### src/rtl/da_dct_pkg.sv
// Shared definitions for the distributed-arithmetic 8-point DCT coefficient unit:
// point count, FSM state type, DCT coefficient function and partial-sum ROM function.
// The coefficient table below is exact enough for COEF_W in the range 5..25.
package da_dct_pkg;

   localparam int N = 8;

   typedef enum logic [1:0] {
      IDLE = 2'd0,
      RUN  = 2'd1,
      DONE = 2'd2
   } state_t;

   // 0.5*cos(i*pi/16) scaled by 2^24, i = 0..8; every DCT coefficient is +/- one of these
   function automatic int half_cos_q24(input int i);
      int v;
      case (i)
         0:       v = 32'sd8388608;
         1:       v = 32'sd8227423;
         2:       v = 32'sd7750063;
         3:       v = 32'sd6974873;
         4:       v = 32'sd5931642;
         5:       v = 32'sd4660461;
         6:       v = 32'sd3210181;
         7:       v = 32'sd1636536;
         default: v = 32'sd0;
      endcase
      return v;
   endfunction

   // c(k,n) = round(C(k)/2 * cos((2n+1)k*pi/16) * 2^(coef_w-2))
   function automatic int c(input int k, input int n, input int coef_w);
      int m;
      int idx;
      int sh;
      int mag;
      logic neg;
      sh = 32'sd26 - coef_w;
      if (k == 32'sd0) begin
         // C(0)/2 = cos(pi/4)/2
         idx = 32'sd4;
         neg = 1'b0;
      end else begin
         m = ((32'sd2 * n + 32'sd1) * k) % 32'sd32;
         if (m <= 32'sd8) begin
            idx = m;
            neg = 1'b0;
         end else if (m <= 32'sd16) begin
            idx = 32'sd16 - m;
            neg = 1'b1;
         end else if (m <= 32'sd24) begin
            idx = m - 32'sd16;
            neg = 1'b1;
         end else begin
            idx = 32'sd32 - m;
            neg = 1'b0;
         end
      end
      mag = (half_cos_q24(idx) + (32'sd1 <<< (sh - 32'sd1))) >>> sh;
      return neg ? -mag : mag;
   endfunction

   // Partial sum of the four coefficients of one half selected by the address bits
   function automatic int lut(input int k, input int half, input logic [3:0] addr, input int coef_w);
      int sum;
      sum = 32'sd0;
      for (int b = 0; b < 4; b++) begin
         if (addr[b]) begin
            sum = sum + c(k, half * 32'sd4 + b, coef_w);
         end else begin
            sum = sum;
         end
      end
      return sum;
   endfunction

endpackage

### src/rtl/da_dct_coeff_if.sv
// Job/result handshake bundle for da_dct_coeff: samples and index in with
// start/in_ready, result out with out_valid/out_ready.
interface da_dct_coeff_if
   import da_dct_pkg::*;
#(
   parameter int DATA_W = 8,
   parameter int OUT_W  = DATA_W + 3
);
   logic [N-1:0][DATA_W-1:0] x;
   logic [2:0]               k;
   logic                     start;
   logic                     in_ready;
   logic signed [OUT_W-1:0]  y;
   logic                     out_valid;
   logic                     out_ready;

   modport master (output x, k, start, out_ready, input in_ready, y, out_valid);
   modport slave  (input x, k, start, out_ready, output in_ready, y, out_valid);
endinterface

### src/rtl/da_dct_lut.sv
// Combinational partial-sum ROM: one entry per 4-bit address, for one half
// (samples 0..3 or 4..7) of the coefficient row selected by k.
module da_dct_lut
   import da_dct_pkg::*;
#(
   parameter int COEF_W = 16
) (
   input  logic [2:0]              k,
   input  logic                    half,
   input  logic [3:0]              addr,
   output logic signed [COEF_W+1:0] entry
);
   localparam int EW = COEF_W + 2;

   // look up the sum of coefficients whose address bit is set
   always_comb begin
      entry = EW'(lut(int'(k), int'(half), addr, COEF_W));
   end
endmodule

### src/rtl/da_dct_coeff.sv
// Distributed-arithmetic DCT coefficient unit: Y = sum c[k][n]*x[n], one sample
// bit-plane per cycle, LSB first, sign plane subtracted.
// Optional macro DA_DCT_ROUND_EN: round half up instead of truncating the output.
module da_dct_coeff
   import da_dct_pkg::*;
#(
   parameter int DATA_W = 8,
   parameter int COEF_W = 16,
   parameter int OUT_W  = DATA_W + 3
) (
   input logic           clk,
   input logic           reset,
   da_dct_coeff_if.slave bus
);
   localparam int ACC_W = COEF_W + DATA_W + 3;
   localparam int CNT_W = $clog2(DATA_W);
   localparam int EW    = COEF_W + 2;
   localparam int SH    = COEF_W - 2;
   localparam logic [CNT_W-1:0]        LAST = CNT_W'(DATA_W - 1);
   localparam logic signed [ACC_W-1:0] RND  = ACC_W'(1) << (SH - 1);

   state_t                   state;
   logic [N-1:0][DATA_W-1:0] x_lat;
   logic [2:0]               k_lat;
   logic [CNT_W-1:0]         bit_cnt;
   logic signed [ACC_W-1:0]  acc;
   logic signed [OUT_W-1:0]  y_reg;
   logic                     valid_reg;
   logic                     ready;
   logic                     accept;
   logic [3:0]               addr_lo;
   logic [3:0]               addr_hi;
   logic signed [EW-1:0]     l_lo;
   logic signed [EW-1:0]     l_hi;
   logic signed [ACC_W-1:0]  plane_term;
   logic signed [ACC_W-1:0]  acc_next;
   logic signed [ACC_W-1:0]  y_full;

   assign ready         = (state == IDLE) | ((state == DONE) & bus.out_ready);
   assign accept        = ready & bus.start;
   assign bus.in_ready  = ready;
   assign bus.y         = y_reg;
   assign bus.out_valid = valid_reg;

   // gather the current bit-plane of each half into a ROM address
   always_comb begin
      addr_lo = 4'd0;
      addr_hi = 4'd0;
      for (int b = 0; b < 4; b++) begin
         addr_lo[b] = x_lat[b][bit_cnt];
         addr_hi[b] = x_lat[b+4][bit_cnt];
      end
   end

   da_dct_lut #(.COEF_W(COEF_W)) u_lut_lo (.k(k_lat), .half(1'b0), .addr(addr_lo), .entry(l_lo));
   da_dct_lut #(.COEF_W(COEF_W)) u_lut_hi (.k(k_lat), .half(1'b1), .addr(addr_hi), .entry(l_hi));

   // weight the plane sum by 2^j; the sign plane is subtracted
   always_comb begin
      plane_term = (ACC_W'(l_lo) + ACC_W'(l_hi)) <<< bit_cnt;
      if (bit_cnt == LAST) begin
         acc_next = acc - plane_term;
      end else begin
         acc_next = acc + plane_term;
      end
   end

   // rescale the finished sum to output units (floor, optionally half-up rounding)
   always_comb begin
`ifdef DA_DCT_ROUND_EN
      y_full = (acc_next + RND) >>> SH;
`else
      y_full = acc_next >>> SH;
`endif
   end

   // job FSM with accumulator, bit counter and registered result
   always_ff @(posedge clk or negedge reset) begin
      if (!reset) begin
         state     <= IDLE;
         acc       <= '0;
         bit_cnt   <= '0;
         x_lat     <= '0;
         k_lat     <= 3'd0;
         y_reg     <= '0;
         valid_reg <= 1'b0;
      end else begin
         case (state)
            IDLE: begin
               if (accept) begin
                  x_lat   <= bus.x;
                  k_lat   <= bus.k;
                  acc     <= '0;
                  bit_cnt <= '0;
                  state   <= RUN;
               end else begin
                  state <= IDLE;
               end
            end
            RUN: begin
               acc <= acc_next;
               if (bit_cnt == LAST) begin
                  bit_cnt   <= '0;
                  y_reg     <= OUT_W'(y_full);
                  valid_reg <= 1'b1;
                  state     <= DONE;
               end else begin
                  bit_cnt <= bit_cnt + CNT_W'(1);
               end
            end
            DONE: begin
               if (bus.out_ready) begin
                  valid_reg <= 1'b0;
                  if (bus.start) begin
                     x_lat   <= bus.x;
                     k_lat   <= bus.k;
                     acc     <= '0;
                     bit_cnt <= '0;
                     state   <= RUN;
                  end else begin
                     state <= IDLE;
                  end
               end else begin
                  state <= DONE;
               end
            end
            default: begin
               state     <= IDLE;
               valid_reg <= 1'b0;
            end
         endcase
      end
   end
endmodule

### src/flat_wrapper.sv
// flat-port wrapper written by rule: the top's interface ports become plain ports
module da_dct_coeff_flat import da_dct_pkg::*;
#(
   parameter int DATA_W = 8,
   parameter int COEF_W = 16,
   parameter int OUT_W  = DATA_W + 3
)
  (clk, reset, bus_x, bus_k, bus_start, bus_out_ready, bus_in_ready, bus_y, bus_out_valid);
  da_dct_coeff_if #(.DATA_W(DATA_W), .OUT_W(OUT_W)) bus_i ();
  input logic clk;
  input logic reset;
  input wire logic [$bits(bus_i.x)-1:0] bus_x;
  input wire logic [$bits(bus_i.k)-1:0] bus_k;
  input wire logic [$bits(bus_i.start)-1:0] bus_start;
  input wire logic [$bits(bus_i.out_ready)-1:0] bus_out_ready;
  output wire logic [$bits(bus_i.in_ready)-1:0] bus_in_ready;
  output wire logic [$bits(bus_i.y)-1:0] bus_y;
  output wire logic [$bits(bus_i.out_valid)-1:0] bus_out_valid;
  assign bus_i.x = bus_x;
  assign bus_i.k = bus_k;
  assign bus_i.start = bus_start;
  assign bus_i.out_ready = bus_out_ready;
  assign bus_in_ready = bus_i.in_ready;
  assign bus_y = bus_i.y;
  assign bus_out_valid = bus_i.out_valid;
  da_dct_coeff #(.DATA_W(DATA_W), .COEF_W(COEF_W), .OUT_W(OUT_W)) u_core (.clk(clk), .reset(reset), .bus(bus_i));
endmodule
### config.mk
export PLATFORM = sky130hd
export DESIGN_NAME = da_dct_coeff_flat
export DESIGN_NICKNAME = d
export VERILOG_FILES = /design/src/rtl/da_dct_pkg.sv /design/src/rtl/da_dct_coeff_if.sv /design/src/rtl/da_dct_lut.sv /design/src/rtl/da_dct_coeff.sv /design/src/flat_wrapper.sv
export SDC_FILE = /design/constraint.sdc
export NUM_CORES = 1
export LEC_CHECK = 0
export BUFFER_PORTS_ARGS = -buffer_cell sky130_fd_sc_hd__buf_2
export CORE_ASPECT_RATIO = 0.5
export CORE_MARGIN = 3
export CORE_UTILIZATION = 60
export CTS_BUF_LIST = sky130_fd_sc_hd__clkbuf_4
export DETAILED_ROUTE_END_ITERATION = 10
export MAX_ROUTING_LAYER = met4
export PLACE_DENSITY = 0.78
export SETUP_SLACK_MARGIN = 0.2
export SYNTH_ARGS = -nofsm -noshare
export SYNTH_HDL_FRONTEND = slang
export SYNTH_HIERARCHICAL = 1
export SYNTH_SLANG_ARGS = --single-unit
### constraint.sdc
create_clock -name clk -period 21.6 [get_ports clk]
set_clock_uncertainty 0.2 [all_clocks]
set_input_delay 4.32 -clock clk [delete_from_list [all_inputs] [get_ports clk]]
set_output_delay 4.32 -clock clk [all_outputs]
set_load 0.03 [all_outputs]
; ---- After elaboration in Yosys (flattened, before gate mapping)
; Memory sizes are Yosys's and may differ from the RTL's.
; Cells that the tools add are included.
[op_classes]
add_sub_neg = 50
n_reduce_logical = 23
n_lt_le_gt_ge = 25
div = 0
n_eq_ne = 7
n_mul = 7
bitwise = 11
shifts = 1
mux = 154
[op_table]
columns = op, count
row1 = two-way mux 32 bit, 40
row2 = two-way mux 28 bit, 16
row3 = two-way mux 18 bit, 16
row4 = logical NOT 29 bit, 8
row5 = adder 28 x 11 -> 28 bit (second input constant), 8
row6 = two-way mux 64 bit, 3
row7 = negator 18 bit, 8
row8 = one-hot mux 64 bit (2 select lines), 1
row9 = adder 18 bit, 6
row10 = two-way mux 27 bit, 4
row11 = less-or-equal comparator 6 bit (second input constant), 14
row12 = one-hot mux 27 bit (3 select lines), 1
row13 = subtractor 7 x 6 -> 8 bit (first input constant), 7
row14 = two-way mux 1 bit, 52
row15 = subtractor 6 x 6 -> 7 bit (first input constant), 7
row16 = subtractor 6 x 6 -> 7 bit (second input constant), 7
row17 = less-or-equal comparator 6 x 5 -> 1 bit (second input constant), 7
row18 = OR reduction 5 bit, 7
row19 = adder 27 bit, 1
row20 = <<< shifter 27 x 3 -> 27 bit, 1
row21 = subtractor 27 bit, 1
row22 = binary-select mux 1 bit (select 3 bit), 8
row23 = two-way mux 3 bit, 7
row24 = multiplier 4 x 3 -> 5 bit (first input constant), 4
row25 = 31 further kinds, 44
[word_totals]
out_inout_bits = 13
ram_bits = 0
n_memories = 8
elab_cells = 300
romBits = 1536
latch_bits = 0
in_bits = 71
reg_bits = 111
[mem_list]
columns = name, depth, word_bits, rd, rd_ports_with_merged_regs, write_ports, line_no
row1 = (no name shown), 8, 24, 1, 0, 0, da_dct_pkg.sv:17  ; case (i)
row2 = (no name shown), 8, 24, 1, 0, 0, da_dct_pkg.sv:17
row3 = (no name shown), 8, 24, 1, 0, 0, da_dct_pkg.sv:17
row4 = (no name shown), 8, 24, 1, 0, 0, da_dct_pkg.sv:17
row5 = (no name shown), 8, 24, 1, 0, 0, da_dct_pkg.sv:17
row6 = (no name shown), 8, 24, 1, 0, 0, da_dct_pkg.sv:17
row7 = +2 memories, -, -, -, -, -, -

; ---- Logic depth before layout (Yosys ltp)
[depth]
depth_word = 27
depth_mapped = 75

; ---- Modules after synthesis
; Netlist, hierarchy kept.
[by_module_without_submodules]
columns = mod, cells_each, area_each_um2, seq_area_each_um2, instances
row1 = da_dct_coeff, 1105, 8936.1, 2727.6, 1
row2 = da_dct_lut at u_core.u_lut_lo, 1012, 7009.2, 0.0, 1
row3 = da_dct_lut at u_core.u_lut_hi, 987, 6809.0, 0.0, 1

; ---- Worst setup path after synthesis
; Ideal clock, no wire load.
[synth_timing]
kind = register to register
start = reg u_core.k_lat[1]
end = reg u_core.y_reg[10], in the netlist u_core/bus.y[10]
arrival_time_ps = 13436
path_slack_ps = 7839
n_path_buf = 2
setup_time_ps = 125
synth_period_minus_slack_ps = 13761
path_stages_with_launch = 70
path_cell_list = dfrtp_1 > buf_2 > inv_1 > ha_1 > ha_1 > fa_1 > xnor2_1 > xnor2_1 > mux2i_1 > o211ai_1 > xnor2_1 > nor2_1 > inv_1 > ha_1 > nor2_1 > nor3_1 > ha_1 > inv_1 > [34 not listed] > o21a_1 > a2111oi_4 > inv_2 > mux4_2 > a21o_1 > and4bb_1 > nor2_1 > xnor2_1 > ha_1 > and3_1 > a221o_1 > a21o_1 > nor2b_1 > a221oi_1 > a21o_1 > o21ai_0 > xnor2_1 > mux2_2
[synth_via]
elab_chain_len = 26
[synth_rtl]
columns = element, line_no
row1 = start: declaration, da_dct_coeff.sv:24  ; logic [2:0] k_lat;
row2 = start signal: assignment, da_dct_coeff.sv:92  ; k_lat <= bus.k;
row3 = start signal: assignment, da_dct_coeff.sv:116  ; k_lat <= bus.k;
row4 = multiplier 4 x 3 -> 5 bit, da_dct_pkg.sv:44  ; m = ((32'sd2 * n + 32'sd1) * k) % 32'sd32;
row5 = OR reduction 5 bit (no line), -
row6 = bitwise AND 1 bit (no line), -
row7 = "less-or-equal comparator 6 bit, or another cell as far along", da_dct_pkg.sv:51  ; end else if (m <= 32'sd24) begin
row8 = two-way mux 32 bit, da_dct_pkg.sv:51
row9 = two-way mux 32 bit, da_dct_pkg.sv:48  ; end else if (m <= 32'sd16) begin
row10 = two-way mux 32 bit, da_dct_pkg.sv:45  ; if (m <= 32'sd8) begin
row11 = two-way mux 32 bit, da_dct_pkg.sv:39  ; if (k == 32'sd0) begin
row12 = [11 not listed], -
row13 = two-way mux 18 bit, da_dct_pkg.sv:68  ; if (addr[b]) begin
row14 = adder 18 bit, da_dct_pkg.sv:69  ; sum = sum + c(k, half * 32'sd4 + b, coef_w);
row15 = two-way mux 18 bit *, da_dct_pkg.sv:68
row16 = net u_core.l_hi[13], da_dct_coeff.sv:34  ; logic signed [EW-1:0] l_hi;
row17 = adder 18 x 18 -> 19 bit *, da_dct_coeff.sv:60  ; plane_term = (ACC_W'(l_lo) + ACC_W'(l_hi)) <<< bit_cnt;
row18 = <<< shifter 27 x 3 -> 27 bit *, da_dct_coeff.sv:60
row19 = adder 27 bit or subtractor 27 bit (tied branches), "da_dct_coeff.sv:64, da_dct_coeff.sv:62"
row20 = two-way mux 27 bit *, da_dct_coeff.sv:61  ; if (bit_cnt == LAST) begin
row21 = end signal: assignment, da_dct_coeff.sv:104  ; y_reg <= OUT_W'(y_full);
row22 = end: declaration, da_dct_coeff.sv:27  ; logic signed [OUT_W-1:0] y_reg;
; Mark *: on every way through the listed nets, which the timed path passes. The rest lies on a longest branch. The select of a mux whose other input is x is not followed.
; A chain may end at the register's enable or synchronous reset.

; ---- Final worst setup path
[layout_timing]
start = reg u_core.k_lat[0]
end = reg u_core.acc[24]
[layout_lines]
columns = element, line_no
row1 = multiplier 2 x 3 -> 5 bit, da_dct_pkg.sv:44
row2 = OR reduction 5 bit (no line), -
row3 = bitwise AND 1 bit (no line), -
row4 = "less-or-equal comparator 6 bit, or another cell as far along", da_dct_pkg.sv:51
row5 = two-way mux 32 bit, da_dct_pkg.sv:51
row6 = two-way mux 32 bit, da_dct_pkg.sv:48
row7 = two-way mux 32 bit, da_dct_pkg.sv:45
row8 = two-way mux 32 bit, da_dct_pkg.sv:39
row9 = [11 not listed], -
row10 = adder 18 bit, da_dct_pkg.sv:69
row11 = two-way mux 18 bit *, da_dct_pkg.sv:68
row12 = net u_core.l_lo[13], da_dct_coeff.sv:33  ; logic signed [EW-1:0] l_lo;
row13 = adder 18 x 18 -> 19 bit *, da_dct_coeff.sv:60
row14 = <<< shifter 27 x 3 -> 27 bit *, da_dct_coeff.sv:60
row15 = adder 27 bit or subtractor 27 bit (tied branches), "da_dct_coeff.sv:64, da_dct_coeff.sv:62"
row16 = two-way mux 27 bit *, da_dct_coeff.sv:61
row17 = one-hot mux 27 bit (3 select lines) *, da_dct_coeff.sv:88  ; case (state)
row18 = end signal: assignment, da_dct_coeff.sv:101  ; acc <= acc_next;
row19 = end: declaration, da_dct_coeff.sv:26  ; logic signed [ACC_W-1:0] acc;
; Marked as above.

==> results.sh <==
export IMPL_status="completed"
export IMPL_crit_path_start_kind="flip-flop"
export IMPL_numCtsBuffers=9
export IMPL_antenna_found_initial=1
export IMPL_drtPass1Iterations=6
export IMPL_syn_nets=3412
export IMPL_cp_top_family="compound AO/OA/AOI/OAI gates"
export IMPL_cts_clk_slew_worst_paths_ns=0.19
export IMPL_dpl_hpwl_um=50900
export IMPL_synthDistinctLibCells=131
export IMPL_synth_edf_count=0
export IMPL_setup_ws_ns=5.94
export IMPL_period_share_pct=72.5
export IMPL_clk_path_buf_depth=2
export IMPL_worstPathRequired_ns=21.78
export IMPL_grt_pass1_wl_um=106000
export IMPL_slew_headroom_pct=17.0
export IMPL_portBuffers=83
export IMPL_fmax_ghz=0.0638
export IMPL_drt_initial_drc_count=1894
export IMPL_post_drt_via_cell_ratio=6.39
export IMPL_hold_violations=0
export IMPL_gp_congestion=1.00
export IMPL_syn_area_per_cell_um2=7.33
export IMPL_detail_route_antenna_nets=0
export IMPL_finalSetupViolCount=0
export IMPL_drive_above_1_share_pct=9.47
export IMPL_syn_area_um2=22800
export IMPL_grt_pass1_vias=21021
export IMPL_die_area_um2=40400
export IMPL_path_common_cell="ha_1"
export IMPL_overflow=0
export IMPL_vias=22792
export IMPL_synth_top_flop_cell="dfrtp_1"
export IMPL_synthCells=3104
export IMPL_cts_root_buffer="clkbuf_4"
export IMPL_drv_slew=0
export IMPL_post_cts_setup_buffers=0
export IMPL_slowest_stage="dfrtp_2"
export IMPL_synth_top_area_share_pct=12.2
export IMPL_drt_wl_total_um=65000
export IMPL_fin_setup_tns_ns=0
export IMPL_io_pins=84
export IMPL_final_common_cell="nand2_1"
export IMPL_holdCritPathClass="flip-flop to flip-flop"
export IMPL_crit_type="flip-flop to flip-flop"
export IMPL_dpl_cell_area_um2=23300
export IMPL_arrival_ns=15.85
export IMPL_wire_per_inst_um=18.2
export IMPL_fin_crit_ns=15.66
export IMPL_cp_num_buf_inv=5
export IMPL_synth_seq_cells=109
export IMPL_area_growth_pct=3.11
export IMPL_largest_register_ffs=64
export IMPL_worst_slew_pin_slew_ns=1.24
export IMPL_clk_latency_ns=0.49
export IMPL_synth_area_leader_cell="ha_1"
export IMPL_cts_tree="yes"
export IMPL_dpl_worst_slack_ns=6.17
export IMPL_path_max_fanout=35
export IMPL_synth_warnings=6
export IMPL_ctsResizeCount=0
export IMPL_final_cell_mix="nand2_1, ha_1, a21oi_1"
export IMPL_fill_cells=3329
export IMPL_h_tree_depth=3
export IMPL_initial_core_util_pct=62.1
export IMPL_grtUsageTotal_pct=32.5
export IMPL_yosysSeqAreaShare_pct=12.0
export IMPL_grt_max_degree=89
export IMPL_hold_buffers=0
export IMPL_slowest_delay_ns=0.80
export IMPL_nets=3385
export IMPL_cts_sinks=109
export IMPL_max_cap_viol_count=0
export IMPL_fp_dieW_um=281
export IMPL_std_cell_rows=49
export IMPL_finalInstanceArea_um2=23500
export IMPL_synthTopCellsByArea="ha_1, dfrtp_1, nand2_1"
export IMPL_core_area_um2=36700
export IMPL_drc=0
export IMPL_cp_end_kind="flip-flop"
export IMPL_die_h_um=144
export IMPL_rsz0062_at_grt="no"
export IMPL_async_flop_share_pct=100
per-layer routing:
layer | wire length [um] | up-vias | share of wire (%) | track usage (%)
met4 | 1580 | 0 | 2.4 | 9.03
met3 | 3870 | 104 | 6.0 | 2.69
met2 | 29100 | 805 | 45 | 52.3
li1 | - | 11165 | - | -
met1 | 30500 | 10718 | 47 | 44.1
met5 | 0 | - | 0 | -
final cells by class:
type	count	area, um2	share of cell area (%)
Antenna cell	1	2.50	0.0107
Clock buffer	9	67.6	0.288
Clock inverter	7	86.3	0.368
Inverter	171	642	2.74
Multi-Input combinational cell	2681	18700	79.9
Sequential cell	109	2730	11.6
Tap cell	484	606	2.58
Timing Repair Buffer	105	583	2.49
logic make-up after synthesis:
kind of cell               Yosys count  synth area share [%]
muxes                               99                  5.76
and+or+nand+nor                   1170                  24.6
other                                2                0.0330
buffers and inverters              314                  5.65
DFF                                109                  12.0
AOI/OAI and AO/OA                  903                  27.3
adders and majority gates          238                  13.6
xor gates and xnor gates           269                  11.1
worst reg2reg max path: cells and delay by family, from the launching register on:
family	cells	cell delay, ns
flip-flops	1	0.80
AO/OA/AOI/OAI	26	5.87
AND/OR/NAND/NOR	16	2.70
adder cells (fa/ha/maj)	9	2.98
XOR/XNOR	7	1.25
buffers and inverters	5	1.77
cells in the mapped netlist (34+ instances only):
cell type,instances
o21ai_0,167
nand2_1,482
a21oi_1,220
ha_1,221
mux2_2,51
o21a_1,34
nor2b_1,44
inv_1,165
clkbuf_1,92
and3_1,39
nor3_1,67
nor2_1,216
a21o_1,58
xor2_1,86
a31oi_1,45
nand2b_1,41
dfrtp_1,109
a211oi_1,35
nand3_1,84
o31ai_1,41
o211ai_1,38
and2_1,38
xnor2_1,170
through the flow:
step	instances	hold slack, ns	util (%)
2_1_floorplan	3104	0.240	-
3_3_place_gp	3550	0.252	63.6
3_5_place_dp	3550	0.257	63.6
4_1_cts	3566	0.297	64.0
5_1_grt	3567	0.319	64.0
6_report	3567	0.294	64.0
final timing paths:
check / from / endpoint / slack, ns / depth (start not counted)
worst max-delay path: u_core/k_lat[0] / u_core/acc[24] / 5.94 / 63
worst min-delay path: u_core/x_lat[3] / u_core/x_lat[3] / 0.29 / 2
worst max register to register: u_core/k_lat[0] / u_core/acc[24] / 5.94 / 63
worst min register to register: u_core/x_lat[3] / u_core/x_lat[3] / 0.29 / 2
max in group asynchronous: reset / u_core/bit_cnt[1] / 16.31 / 2
min in group asynchronous: reset / u_core/x_lat[19] / 3.57 / 1
Power is not shown: default switching activity piles up to over one toggle a cycle in this logic, so the estimate is an artifact.
